$ cat config.mk
export PLATFORM = sky130hd
export DESIGN_NAME = count_seq_monitor
export DESIGN_NICKNAME = d
export VERILOG_FILES = /design/src/rtl/count_seq_monitor_pkg.sv /design/src/rtl/sat_counter.sv /design/src/rtl/count_seq_monitor.sv
export SDC_FILE = /design/constraint.sdc
export NUM_CORES = 1
export LEC_CHECK = 0
export CAP_MARGIN = 20
export CORE_ASPECT_RATIO = 0.75
export CORE_MARGIN = 4
export CORE_UTILIZATION = 50
export CTS_BUF_LIST = sky130_fd_sc_hd__clkbuf_4 sky130_fd_sc_hd__clkbuf_8
export CTS_CLUSTER_DIAMETER = 60
export DETAILED_ROUTE_END_ITERATION = 8
export PLACE_DENSITY = 0.79
export SLEW_MARGIN = 40
export SYNTH_ARGS = -nofsm -noshare
export SYNTH_HDL_FRONTEND = slang
export SYNTH_SLANG_ARGS = --single-unit
export TNS_END_PERCENT = 5
$ cat constraint.sdc
create_clock -name clk -period 2.5 [get_ports clk]
set_clock_uncertainty 0.1 [all_clocks]
set_input_delay 0.5 -clock clk [delete_from_list [all_inputs] [get_ports clk]]
set_output_delay 0.5 -clock clk [all_outputs]
set_load 0.01 [all_outputs]
$ cat src/rtl/count_seq_monitor_pkg.sv
// Shared types and default widths for the count sequence monitor.
package count_seq_monitor_pkg;

    typedef enum logic [1:0] {
        IDLE = 2'd0,
        RUN  = 2'd1,
        HOLD = 2'd2
    } mon_state_e;

    localparam int WIDTH_DEF     = 4;
    localparam int START_VAL_DEF = 1;
    localparam int ERR_CNT_W_DEF = 8;

endpackage

$ cat src/rtl/sat_counter.sv
// Saturating event counter with synchronous clear; clear takes effect before
// a same-cycle increment, so clr+inc yields 1.
module sat_counter #(
    parameter int W = 8
) (
    input  logic         clk,
    input  logic         reset_n,
    input  logic         clr,
    input  logic         inc,
    output logic [W-1:0] q
);

    logic [W-1:0] q_q, q_d, base;

    always_comb begin
        base = clr ? '0 : q_q;
        q_d  = base;
        if (inc && (base != '1)) q_d = base + W'(1);
    end

    always_ff @(posedge clk or negedge reset_n) begin
        if (!reset_n) q_q <= '0;
        else          q_q <= q_d;
    end

    assign q = q_q;

endmodule

$ cat src/rtl/count_seq_monitor.sv
// In-line checker that the upstream counter steps by exactly one each enabled cycle.
// Define COUNT_SEQ_MONITOR_SVA_EN to elaborate the embedded assertions and covers.
module count_seq_monitor
    import count_seq_monitor_pkg::*;
#(
    parameter int WIDTH     = WIDTH_DEF,
    parameter int START_VAL = START_VAL_DEF,
    parameter int ERR_CNT_W = ERR_CNT_W_DEF
) (
    input  logic                 clk,
    input  logic                 reset_n,
    input  logic [WIDTH-1:0]     count_i,
    input  logic                 enable_i,
    input  logic                 clr_i,
    output logic                 err_o,
    output logic                 err_sticky_o,
    output logic [ERR_CNT_W-1:0] err_cnt_o,
    output logic                 wrap_o,
    output logic [WIDTH-1:0]     exp_o,
    output logic [1:0]           state_o
);

    localparam logic [WIDTH-1:0] START_C = WIDTH'(START_VAL);

    mon_state_e       state_q, state_d;
    logic [WIDTH-1:0] exp_q, exp_d;
    logic             err_q, err_d;
    logic             wrap_q, wrap_d;
    logic             sticky_q, sticky_d;
    logic [WIDTH-1:0] count_inc;

    assign count_inc = count_i + WIDTH'(1);

    always_comb begin
        state_d = state_q;
        exp_d   = exp_q;
        err_d   = 1'b0;
        wrap_d  = 1'b0;
        case (state_q)
            IDLE: if (enable_i) begin
                err_d   = (count_i != START_C);
                exp_d   = count_inc;
                state_d = RUN;
            end
            // Always resync to the observed value so one glitch costs one error.
            RUN: if (enable_i) begin
                err_d  = (count_i != exp_q);
                wrap_d = (exp_q == '0) && (count_i == '0);
                exp_d  = count_inc;
            end else begin
                state_d = HOLD;
            end
            HOLD: if (enable_i) begin
                exp_d   = count_inc;
                state_d = RUN;
            end
            default: state_d = IDLE;
        endcase
        sticky_d = (clr_i ? 1'b0 : sticky_q) | err_d;
    end

    always_ff @(posedge clk or negedge reset_n) begin
        if (!reset_n) begin
            state_q  <= IDLE;
            exp_q    <= '0;
            err_q    <= 1'b0;
            wrap_q   <= 1'b0;
            sticky_q <= 1'b0;
        end else begin
            state_q  <= state_d;
            exp_q    <= exp_d;
            err_q    <= err_d;
            wrap_q   <= wrap_d;
            sticky_q <= sticky_d;
        end
    end

    sat_counter #(.W(ERR_CNT_W)) u_err_cnt (
        .clk     (clk),
        .reset_n (reset_n),
        .clr     (clr_i),
        .inc     (err_d),
        .q       (err_cnt_o)
    );

    assign err_o        = err_q;
    assign err_sticky_o = sticky_q;
    assign wrap_o       = wrap_q;
    assign exp_o        = exp_q;
    assign state_o      = state_q;

`ifdef COUNT_SEQ_MONITOR_SVA_EN
    a_state_legal: assert property (@(posedge clk) disable iff (!reset_n)
        state_q inside {IDLE, RUN, HOLD});
    a_err_sticky: assert property (@(posedge clk) disable iff (!reset_n)
        err_o |-> err_sticky_o);
    a_cnt_mono: assert property (@(posedge clk) disable iff (!reset_n)
        !clr_i |=> (err_cnt_o >= $past(err_cnt_o)));
    a_no_err_hold: assert property (@(posedge clk) disable iff (!reset_n)
        (state_q == HOLD) |-> !err_o);
    c_wrap: cover property (@(posedge clk) disable iff (!reset_n) wrap_o);
    c_start_mismatch: cover property (@(posedge clk) disable iff (!reset_n)
        (state_q == IDLE) && enable_i && (count_i != START_C));
`endif

endmodule

==> impl_results.md, run 1 <==
- Status: finished clean
- Max FO, Critical Path: 9
- N_diodes: 0
- Critical path class: input port to flip-flop
- Pwr per Cell Area: 486 mW/mm^2
- Most frequent cells in the layout: 24 x clkdlybuf4s50_1, 17 x dfrtp_1, 8 x nand2_1, 8 x buf_4
- Post-synthesis cell type count: 33
- Share of cells above drive strength 1: 18.9%
- Min Tclk post-route: approximately 2300 ps
- Required time worst endpoint: 2600 ps
- Final number of setup-violating endpoints: 0
- Vias in the first global route: slightly below 800
- Post_cts resized: 0
- DR iter-0 viols: 27
- Post-synthesis simple-gate area fraction: between 20% and 30%
- Register area share after synthesis: 43.8%
- Post-DP HPWL: about 1.8 mm
- Post-synthesis compound-gate area fraction: between 10% and 20%
- Die span in y: 46.2 um
- FMAX: ~440 MHz
- Clock Path Buffers: 2
- Clock-pin slew on the worst setup and hold paths: 90 ps
- Maximum vdd drop: about 0.35 mV
- M1 GR Usage: 26.8%
- Syn_nets: roughly 110
- Core ar.: 0.00179 mm^2
- Final period util: 90.3%
- Met2 usage: between 30% and 40%
- Leak: 0.000601 uW
- Die ar.: 0.00272 mm^2
- Worst reg-to-reg setup slack: between 400 and 500 ps
- Syn_area_per_cell: 10.1 um^2
- Crit. End Element: flip-flop
- CTS H-Tree Depth: 1
- Final hold viol count: 0
- Drt wl/cell: roughly 15 um
- First-pass GRT wire length: about 3.9 mm
- Total gr overflow: 0
- Starting density of the core: 54.3%
- Mapped Area: 972 um^2
- # DRC: 0
- Sink Count: 17
- Max-slew violations: 0
- Commonest non-fill, non-tap cell in the layout: clkdlybuf4s50_1
- PortBufs: 24
- Global routing's busiest layer: met2
- Largest net degree at the start of global routing: 18
- Tot Pwr: roughly 650 uW
- TritonCTS clock tree: done
- RSZ-0062 raised after global routing: no
- Slew margin rel.: 52.0%
- Detailed Routing Iterations Pass 1: 4
- Cell count after synthesis: 96
- Antenna violations before repair: 0
- GRT Util Overall: approximately a fifth
- Worst skew pair latency: 300 ps
- Worst Hold Class: flip-flop to flip-flop
- Largest family of logic cells by synthesized area: simple AND/OR/NAND/NOR gates
- WP data arrival: 2360 ps
- Mux share of post-synthesis cell area: under 10%
- Routed Antenna Nets: 0
- CP Launch Type: input port
- Vias after detailed routing: around 850
- Post-Synth Adder-Cell Area: under 10%
- Die X: 58.9 um
- Yosys warns: 0
- Seq cells post-synth: 17
- Placer Congestion: 0.849
- I/O pin cnt: 25
- DR vias/cell: 5.53
- Nets: 144
- CTS Buf Count: 3
- XOR/XNOR Fraction of Synth Area: ~5.4%
- CTS Root Cell: clkbuf_4
- Hold buffers post-CTS: 0
- Sum Neg Setup Slack: 0 ps
- Row cnt: 13
- Synth-to-layout area growth: 36.8%
- Final wirelength: 2.34 mm
- Max-Cap Viols: 0
- Postcts setup bufs: 0
- Actual slew at the worst max-slew pin: 717 ps
- Routing usage on met3: 5.88%
==> power breakdown <==
group,internal (uW),switching (uW)
logic,94.6,71.4
registers,297,25.7
clock network,73.2,83.8
total,465,181
==> worst max-delay path, cell delays in order <==
cell and delay [ps]:
clkdlybuf4s50_1 560, xor2_1 160, nor3_1 70, o32ai_2 560
nand2_1 190, mux2_2 310
==> path summary, 6_finish.rpt <==
kind                       cells past startpoint        endpoint         start
setup / recovery                               6  u_err_cnt.q[1]    count_i[1]
hold / removal                                 1    err_sticky_o  err_sticky_o
setup reg to reg                               5  u_err_cnt.q[1]    state_o[1]
hold reg to reg                                1    err_sticky_o  err_sticky_o
max in group asynchronous                      1        exp_o[0]       reset_n
min in group asynchronous                      1        exp_o[3]       reset_n
==> logic make-up (layout without fill, tap and decap cells) <==
| logic type | count (synthesis) | after routing |
|---|---|---|
| simple gates | 47 | 47 |
| compound gates | 14 | 14 |
| flops | 17 | 17 |
| fa+ha+maj | 3 | 3 |
| buf+inv | 3 | 39 |
| mux | 6 | 6 |
| xor+xnor | 6 | 6 |
==> through the flow <==
stage	hold slack [ps]	util (%)	area, um^2	std cells	setup WS, ps
2_1_floorplan	104	-	972	96	572
3_3_place_gp	364	72.7	1300	150	25.8
3_5_place_dp	371	72.7	1300	150	-69.8
4_1_cts	392	74.3	1330	154	267
5_1_grt	410	74.3	1330	154	155
6_report	385	74.3	1330	154	243
==> cell usage after synthesis <==
cell type  count  share of area [%]
nand3_1        7                3.6
xnor2_1        3                2.7
a211oi_1       2                1.5
and2b_2        1               0.90
nor4_2         1                1.3
nor4_1         1               0.64
a311oi_1       1               0.90
or2_2          1               0.64
nor2b_1        4                2.6
a31oi_1        2                1.3
or3_1          1               0.64
a21oi_1        5                2.6
and3_1         4                2.6
mux2i_1        3                3.1
and2b_1        1               0.77
nand2b_1       3                1.9
nor3_1         2                1.0
nand2_1        8                3.1
inv_1          3                1.2
nand4b_1       1               0.90
ha_1           3                3.9
or2b_2         1               0.90
o32ai_2        2                3.3
and3_2         1               0.77
nor2_1         7                2.7
dfrtp_1       17                 44
a21boi_1       1               0.77
mux2_2         3                3.5
a21o_1         1               0.77
and2_2         1               0.77
xor2_1         3                2.7
or3_4          1                1.2
or2b_4         1                1.2
==> area by class of cell <==
cell class | instances | area [um^2]
inverter | 3 | 11.3
fill | 130 | 459
multi-input combinational | 76 | 536
tap | 22 | 27.5
clock buffer | 4 | 30.0
sequential | 17 | 425
timing repair buffer | 32 | 300
==> layer usage <==
layer	part of all wire (%)	wire length, um
met1	47	1090
met2	45	1050
met3	6.9	162
met4	1.6	38
met5	0	0
==> sequential cells by signal, indices dropped and copies added, names as in the netlist <==
signal and cells:
err_o 1, err_sticky_o 1, exp_o 4, state_o 2, u_err_cnt.q 8, wrap_o 1
Note: power is estimated with default switching activity, not from simulation.
==> run 2, diff against run 1 <==
- CORE_MARGIN: 4 -> 1.5
==> run 2 against run 1 <==
Cell area down 0.94%; highest routed layer unchanged; largest power group unchanged; power rose by 0.42%; hold slack lost 370 ps.
==> impl_results.md, run 2 (synthesized netlist as in run 1, its figures left out) <==
- Status: finished clean (unchanged)
- Logic pwr share: 25.9% (was 25.7%)
- Min Tclk post-route: 2240 ps (was 2260 ps)
- First-pass GRT wire length: 3.59 mm (was 3.88 mm)
- CTS Buf Count: 3 (unchanged)
- Core ar.: 0.00177 mm^2 (was 0.00179 mm^2)
- Placer Congestion: 0.927 (was 0.849)
- Final hold viol count: 0 (unchanged)
- Die span in y: 41.2 um (was 46.2 um)
- GRT Util Overall: 24.6% (was 20.1%)
- Final WS setup: 265 ps (was 243 ps)
- Worst skew pair latency: 290 ps (was 300 ps)
- Largest net degree at the start of global routing: 18 (unchanged)
- Total gr overflow: 0 (unchanged)
- Most frequent cells in the layout: 23 x clkdlybuf4s50_1, 17 x dfrtp_1, 8 x nand2_1 (was 24 x clkdlybuf4s50_1, 17 x dfrtp_1, 8 x nand2_1, 8 x buf_4)
- Worst Hold Class: input port to async pin (was flip-flop to flip-flop)
- Crit. End Element: flip-flop (unchanged)
- Sink Count: 17 (unchanged)
- Sw frac: 28.4% (was 28.0%)
- Switching component of the power: 184 uW (was 181 uW)
- Worst-case reg-to-reg path depth: 5 (unchanged)
- Final wirelength: 2.26 mm (was 2.34 mm)
- Leak: 0.000595 uW (was 0.000601 uW)
- Maximum vdd drop: 0.485 mV (was 0.348 mV)
- Commonest non-fill, non-tap cell in the layout: clkdlybuf4s50_1 (unchanged)
- Max-Cap Viols: 0 (unchanged)
- Postcts setup bufs: 0 (unchanged)
- FMAX: 447 MHz (was 443 MHz)
- Final number of setup-violating endpoints: 0 (unchanged)
- Nets: 143 (was 144)
- DR vias/cell: 5.41 (was 5.53)
- Clock Path Buffers: 2 (unchanged)
- Final period util: 89.4% (was 90.3%)
- Vias after detailed routing: 827 (was 852)
- Antenna violations before repair: 0 (unchanged)
- Row cnt: 13 (unchanged)
- Die X: 53.9 um (was 58.9 um)
- Hold buffers post-CTS: 0 (unchanged)
- Clock-pin slew on the worst setup and hold paths: 100 ps (was 90 ps)
- Internal: 464 uW (was 465 uW)
- Critical path class: input port to flip-flop (unchanged)
- Max FO, Critical Path: 4 (was 9)
- Pwr per Cell Area: 492 mW/mm^2 (was 486 mW/mm^2)
- CTS H-Tree Depth: 1 (unchanged)
- Post-DP HPWL: 1.76 mm (was 1.82 mm)
- Vias in the first global route: 800 (was 779)
- Clock power share: 24.3% (about the same)
- Synth-to-layout area growth: 35.5% (was 36.8%)
- CP Launch Type: input port (unchanged)
- RSZ-0062 raised after global routing: no (unchanged)
- Final hold slack: 11.2 ps (was 385 ps)
- WP data arrival: 2320 ps (was 2360 ps)
- Slew margin rel.: 63.5% (was 52.0%)
- Detailed Routing Iterations Pass 1: 4 (unchanged)
- Die ar.: 0.00222 mm^2 (was 0.00272 mm^2)
- Final core occ: 74.3% (about the same)
- DR iter-0 viols: 30 (was 27)
- Share of cells above drive strength 1: 19.1% (was 18.9%)
- PortBufs: 24 (unchanged)
- Sequential Power Share: 49.9% (was 50.0%)
- Starting density of the core: 54.8% (was 54.3%)
- I/O pin cnt: 25 (unchanged)
- N_diodes: 0 (unchanged)
- Routed Antenna Nets: 0 (unchanged)
- Post_cts resized: 0 (unchanged)
- Placement Setup Slack: -21.9 ps (was -69.8 ps)
- CTS Root Cell: clkbuf_4 (unchanged)
- TritonCTS clock tree: done (unchanged)
- Drt wl/cell: 14.8 um (was 15.2 um)
- Max reg flops: 8 (unchanged)
- # DRC: 0 (unchanged)
- Actual slew at the worst max-slew pin: 548 ps (was 717 ps)
- Max-slew violations: 0 (unchanged)
- Required time worst endpoint: 2590 ps (was 2600 ps)
-- run 2: cell types whose count changed in the layout (fill, tap and decap cells not counted) --
cell             delta
buf_4               -1
buf_2               +1
clkdlybuf4s50_1     -1
-- run 2: path summary, 6_finish.rpt --
check	startpoint	to	slack, ps
setup reg to reg	state_o[0]	u_err_cnt.q[1]	490
max in group asynchronous	reset_n	u_err_cnt.q[4]	2010
hold reg to reg	err_sticky_o	err_sticky_o	390
min in group clk	err_sticky_o	err_sticky_o	390
setup / recovery	clr_i	u_err_cnt.q[1]	260
hold / removal	reset_n	u_err_cnt.q[1]	10
-- run 2: layer usage --
metal  vias up  routed length [um]  part of all wire [%]  global-route usage [%]
met5         -                   0                     0                       0
met4         0                  13                  0.58                    6.41
met3         2                 115                   5.1                    8.39
met2        26                1030                    46                    40.2
met1       388                1100                    49                    31.3
li1        411                   -                     -                       -
-- run 2: stage by stage --
step / setup TNS [ps] / cell area, um^2 / std cells / power [uW]
6_report: 0 / 1320 / 153 / 649
5_1_grt: 0 / 1320 / 153 / 687
4_1_cts: 0 / 1320 / 153 / 653
3_5_place_dp: -21.9 / 1290 / 149 / 497
3_3_place_gp: 0 / 1290 / 149 / 490
2_1_floorplan: 0 / 972 / 96 / 400
-- run 2: final cells by class --
class,instances,area [um^2]
Clock buffer,4,30.0
Tap cell,22,27.5
Sequential cell,17,425
Fill cell,129,455
Multi-Input combinational cell,76,536
Timing Repair Buffer,31,288
Inverter,3,11.3
-- run 2: power by group through the flow --
stage          sequential (uW)  combinational (uW)  clock, uW
2_1_floorplan              334                66.6          0
3_5_place_dp               329                 168          0
3_3_place_gp               327                 163          0
6_report                   323                 168        157
5_1_grt                    328                 183        176
4_1_cts                    324                 169        161
-- run 2: critical path, cell delays in order --
cell and delay (ps):
clkdlybuf4s50_1 520, nor2b_1 90, ha_1 230, and3_1 200, a31oi_1 300, nand2_1 150
mux2_2 320
==> run 3, diff against run 2 <==
- REMOVE_ABC_BUFFERS: default -> 1
==> results of run 3 <==
No change in the layout: final DEF, timing and power equal those of run 2.
==> patch: new RTL, config.mk and constraints of run 2 <==
Change the package constant `ERR_CNT_W_DEF` from 8 to 7.
--- a/src/rtl/count_seq_monitor_pkg.sv
+++ b/src/rtl/count_seq_monitor_pkg.sv
@@ -9,7 +9,7 @@
 
     localparam int WIDTH_DEF     = 4;
     localparam int START_VAL_DEF = 1;
-    localparam int ERR_CNT_W_DEF = 8;
+    localparam int ERR_CNT_W_DEF = 7;
 
 endpackage
 
Interface: changed (resized err_cnt_o); port bits go from 25 to 24. The function was not compared with the original's and may differ.
==> patch against run 2 <==
- hold slack gained 0.41 ns
- utilization grew 4.2 points
- power shrank 1.7%
- routed wire length shrank 8.9%
- synthesized area shrank 11%
- critical path depth grew 1
- sequential power shrank 5%
- sequential cell count shrank 1
- fmax shrank 2.5%
- cell area shrank 7.9%
- clock power grew 5%
- setup slack lost 0.056 ns
- critical path type unchanged
- critical endpoint is now u_err_cnt.q[4]$_DFF_PN0_
- largest cell class unchanged
- largest power group unchanged
- highest routed layer unchanged
==> patch: results (changes against run 2) <==
| Metric | Value |
|---|---|
| Critical Path Fanout Max | `4 (unchanged)` |
| Slowest CP cell | `clkdlybuf4s50_1` |
| Register area share after synthesis | `0.4611 (+0.02351)` |
| Synth warn | `0 (unchanged)` |
| Max incr delay on CP | `0.53 ns` |
| Status | `completed` |
| Hold Crit Class | `reg -> reg` |
| CTS resizes | `0 (unchanged)` |
| Largest net degree at the start of global routing | `17 (-1)` |
| Hpwl dp | `1.673 mm (-4.7%)` |
| Syn Nets | `97 (-9.3%)` |
| Largest register FFs | `7 (-1)` |
| Drt initial violations | `18 (-40%)` |
| Worst Path Arrival | `2.36 ns (+0.04 ns)` |
| Post-synth top cells | `dfrtp_1, nor2_1, nand2b_1` |
| Max Buffers Root-to-Sink | `2 (unchanged)` |
| Nets | `132 (-7.7%)` |
| Vias in the first global route | `791 (-1.1%)` |
| Peak supply drop | `0.5269 mV (+8.7%)` |
| Root buf cell | `clkbuf_4` |
| CTS H-Tree Depth | `1 (unchanged)` |
| GP Congestion | `0.8041 (-13%)` |
| Port bufs | `23 (-4.2%)` |
| Switching share of power | `0.2749 (-0.009384)` |
| Avg Vias per Cell | `5.553 (+2.7%)` |
| Top cells by area, synth | `dfrtp_1, ha_1, nand2b_1` |
| Non-Filler Instances | `141 (-7.8%)` |
| Routed WL | `2.055 mm (-8.9%)` |
| Initial antenna violation count | `0 (unchanged)` |
| Postcts setup bufs | `0 (unchanged)` |
| Placed insts | `137 (-8.1%)` |
| Share of layout cells above drive strength 1 | `0.1250 (-0.06584)` |
| Total track usage | `0.2515 (+0.005743)` |
| Hold-fix buffers, CTS | `0 (unchanged)` |
| Fraction of registers with async set/reset | `1.000 (unchanged)` |
| Placed Area | `1177 µm² (-8.9%)` |
| Clock transition at path regs | `roughly 0.090 ns` |
| Worst-skew pair later-pin latency | `between 0.2 and 0.3 ns` |
| WL met3 | `123 µm (+7.0%)` |
| Metal-1 WL | `980 µm (-11%)` |
| DR top layer | `met4` |
| First-pass GRT wire length | `3.525 mm (-1.9%)` |
| Mean Syn Cell Area | `10.10 µm² (-0.30%)` |
| Routed wl met2 | `929 µm (-10%)` |
| Rel. slew slack | `0.5365 (-0.09840)` |
| Synth unique cells | `29 (-12%)` |
| Initial DRT Pass Iterations | `5 (+1)` |
| Pleak | `0.5306 nW (-11%)` |
## patch: cell types whose count changed after synthesis, moves of 3 or more
cell,before,now
nand2b_1,3,6
nand4_1,0,3
o21ai_0,0,3
nand2_1,8,2
nand3_1,7,4
## patch: cell type report
type                    count  area [µm²]
well taps                  21       26.28
flip-flops and latches     16       400.4
fillers                    97       332.8
inverters                   4       15.01
clock buffers               4       36.28
repair buffers             30       282.8
multi-input cells          66       452.9
## patch: stage by stage
stage,setup slack (ns),setup TNS [ns]
6_report,0.2084,0
5_1_grt,0.09115,0
4_1_cts,0.2190,0
3_5_place_dp,-0.07671,-0.09559
3_3_place_gp,0.02887,0
2_1_floorplan,0.6033,0
## patch: routing by layer
layer,up-vias,global-route usage
met3,4,0.08527
met2,28,0.3831
met5,-,0
met4,0,0.1014
met1,377,0.3293
li1,374,-
## patch: worst max-delay path, delay by kind of cell
family	cells	cell delay, ns
buffers and inverters	1	0.53
AND/OR/NAND/NOR	5	0.78
adder cells (fa/ha/maj)	1	0.21
multiplexers	1	0.34
## patch: worst paths after layout
path,startpoint,to,slack [ns],cells after the start
max,clr_i,u_err_cnt.q[4]$_DFF_PN0_,0.21,8
min,u_err_cnt.q[3]$_DFF_PN0_,u_err_cnt.q[3]$_DFF_PN0_,0.42,1
max reg2reg,u_err_cnt.q[0]$_DFF_PN0_,u_err_cnt.q[4]$_DFF_PN0_,0.48,7
min reg2reg,u_err_cnt.q[3]$_DFF_PN0_,u_err_cnt.q[3]$_DFF_PN0_,0.42,1
max in group asynchronous,reset_n,exp_o[0]$_DFFE_PN0P_,1.33,1
min in group asynchronous,reset_n,state_o[0]$_DFFE_PN0P_,0.53,1
## patch: logic make-up (layout without fill, tap and decap cells)
family,Yosys count,count (layout),share of synthesized area
multiplexers,4,4,0.05475
AND/OR/NAND/NOR,40,40,0.2608
adder cells (fa/ha/maj),3,3,0.04323
AO/OA/AOI/OAI,13,13,0.1023
buffers and inverters,4,38,0.01729
XOR/XNOR,6,6,0.06052
flip-flops,16,16,0.4611
## patch: power groups by stage
| stage | Sequential, mW | Combinational [mW] | Clock (mW) |
|---|---|---|---|
| 2_1_floorplan | 0.317 | 0.0600 | 0 |
| 5_1_grt | 0.311 | 0.180 | 0.180 |
| 4_1_cts | 0.307 | 0.165 | 0.169 |
| 3_5_place_dp | 0.312 | 0.165 | 0 |
| 6_report | 0.308 | 0.165 | 0.165 |
| 3_3_place_gp | 0.311 | 0.159 | 0 |
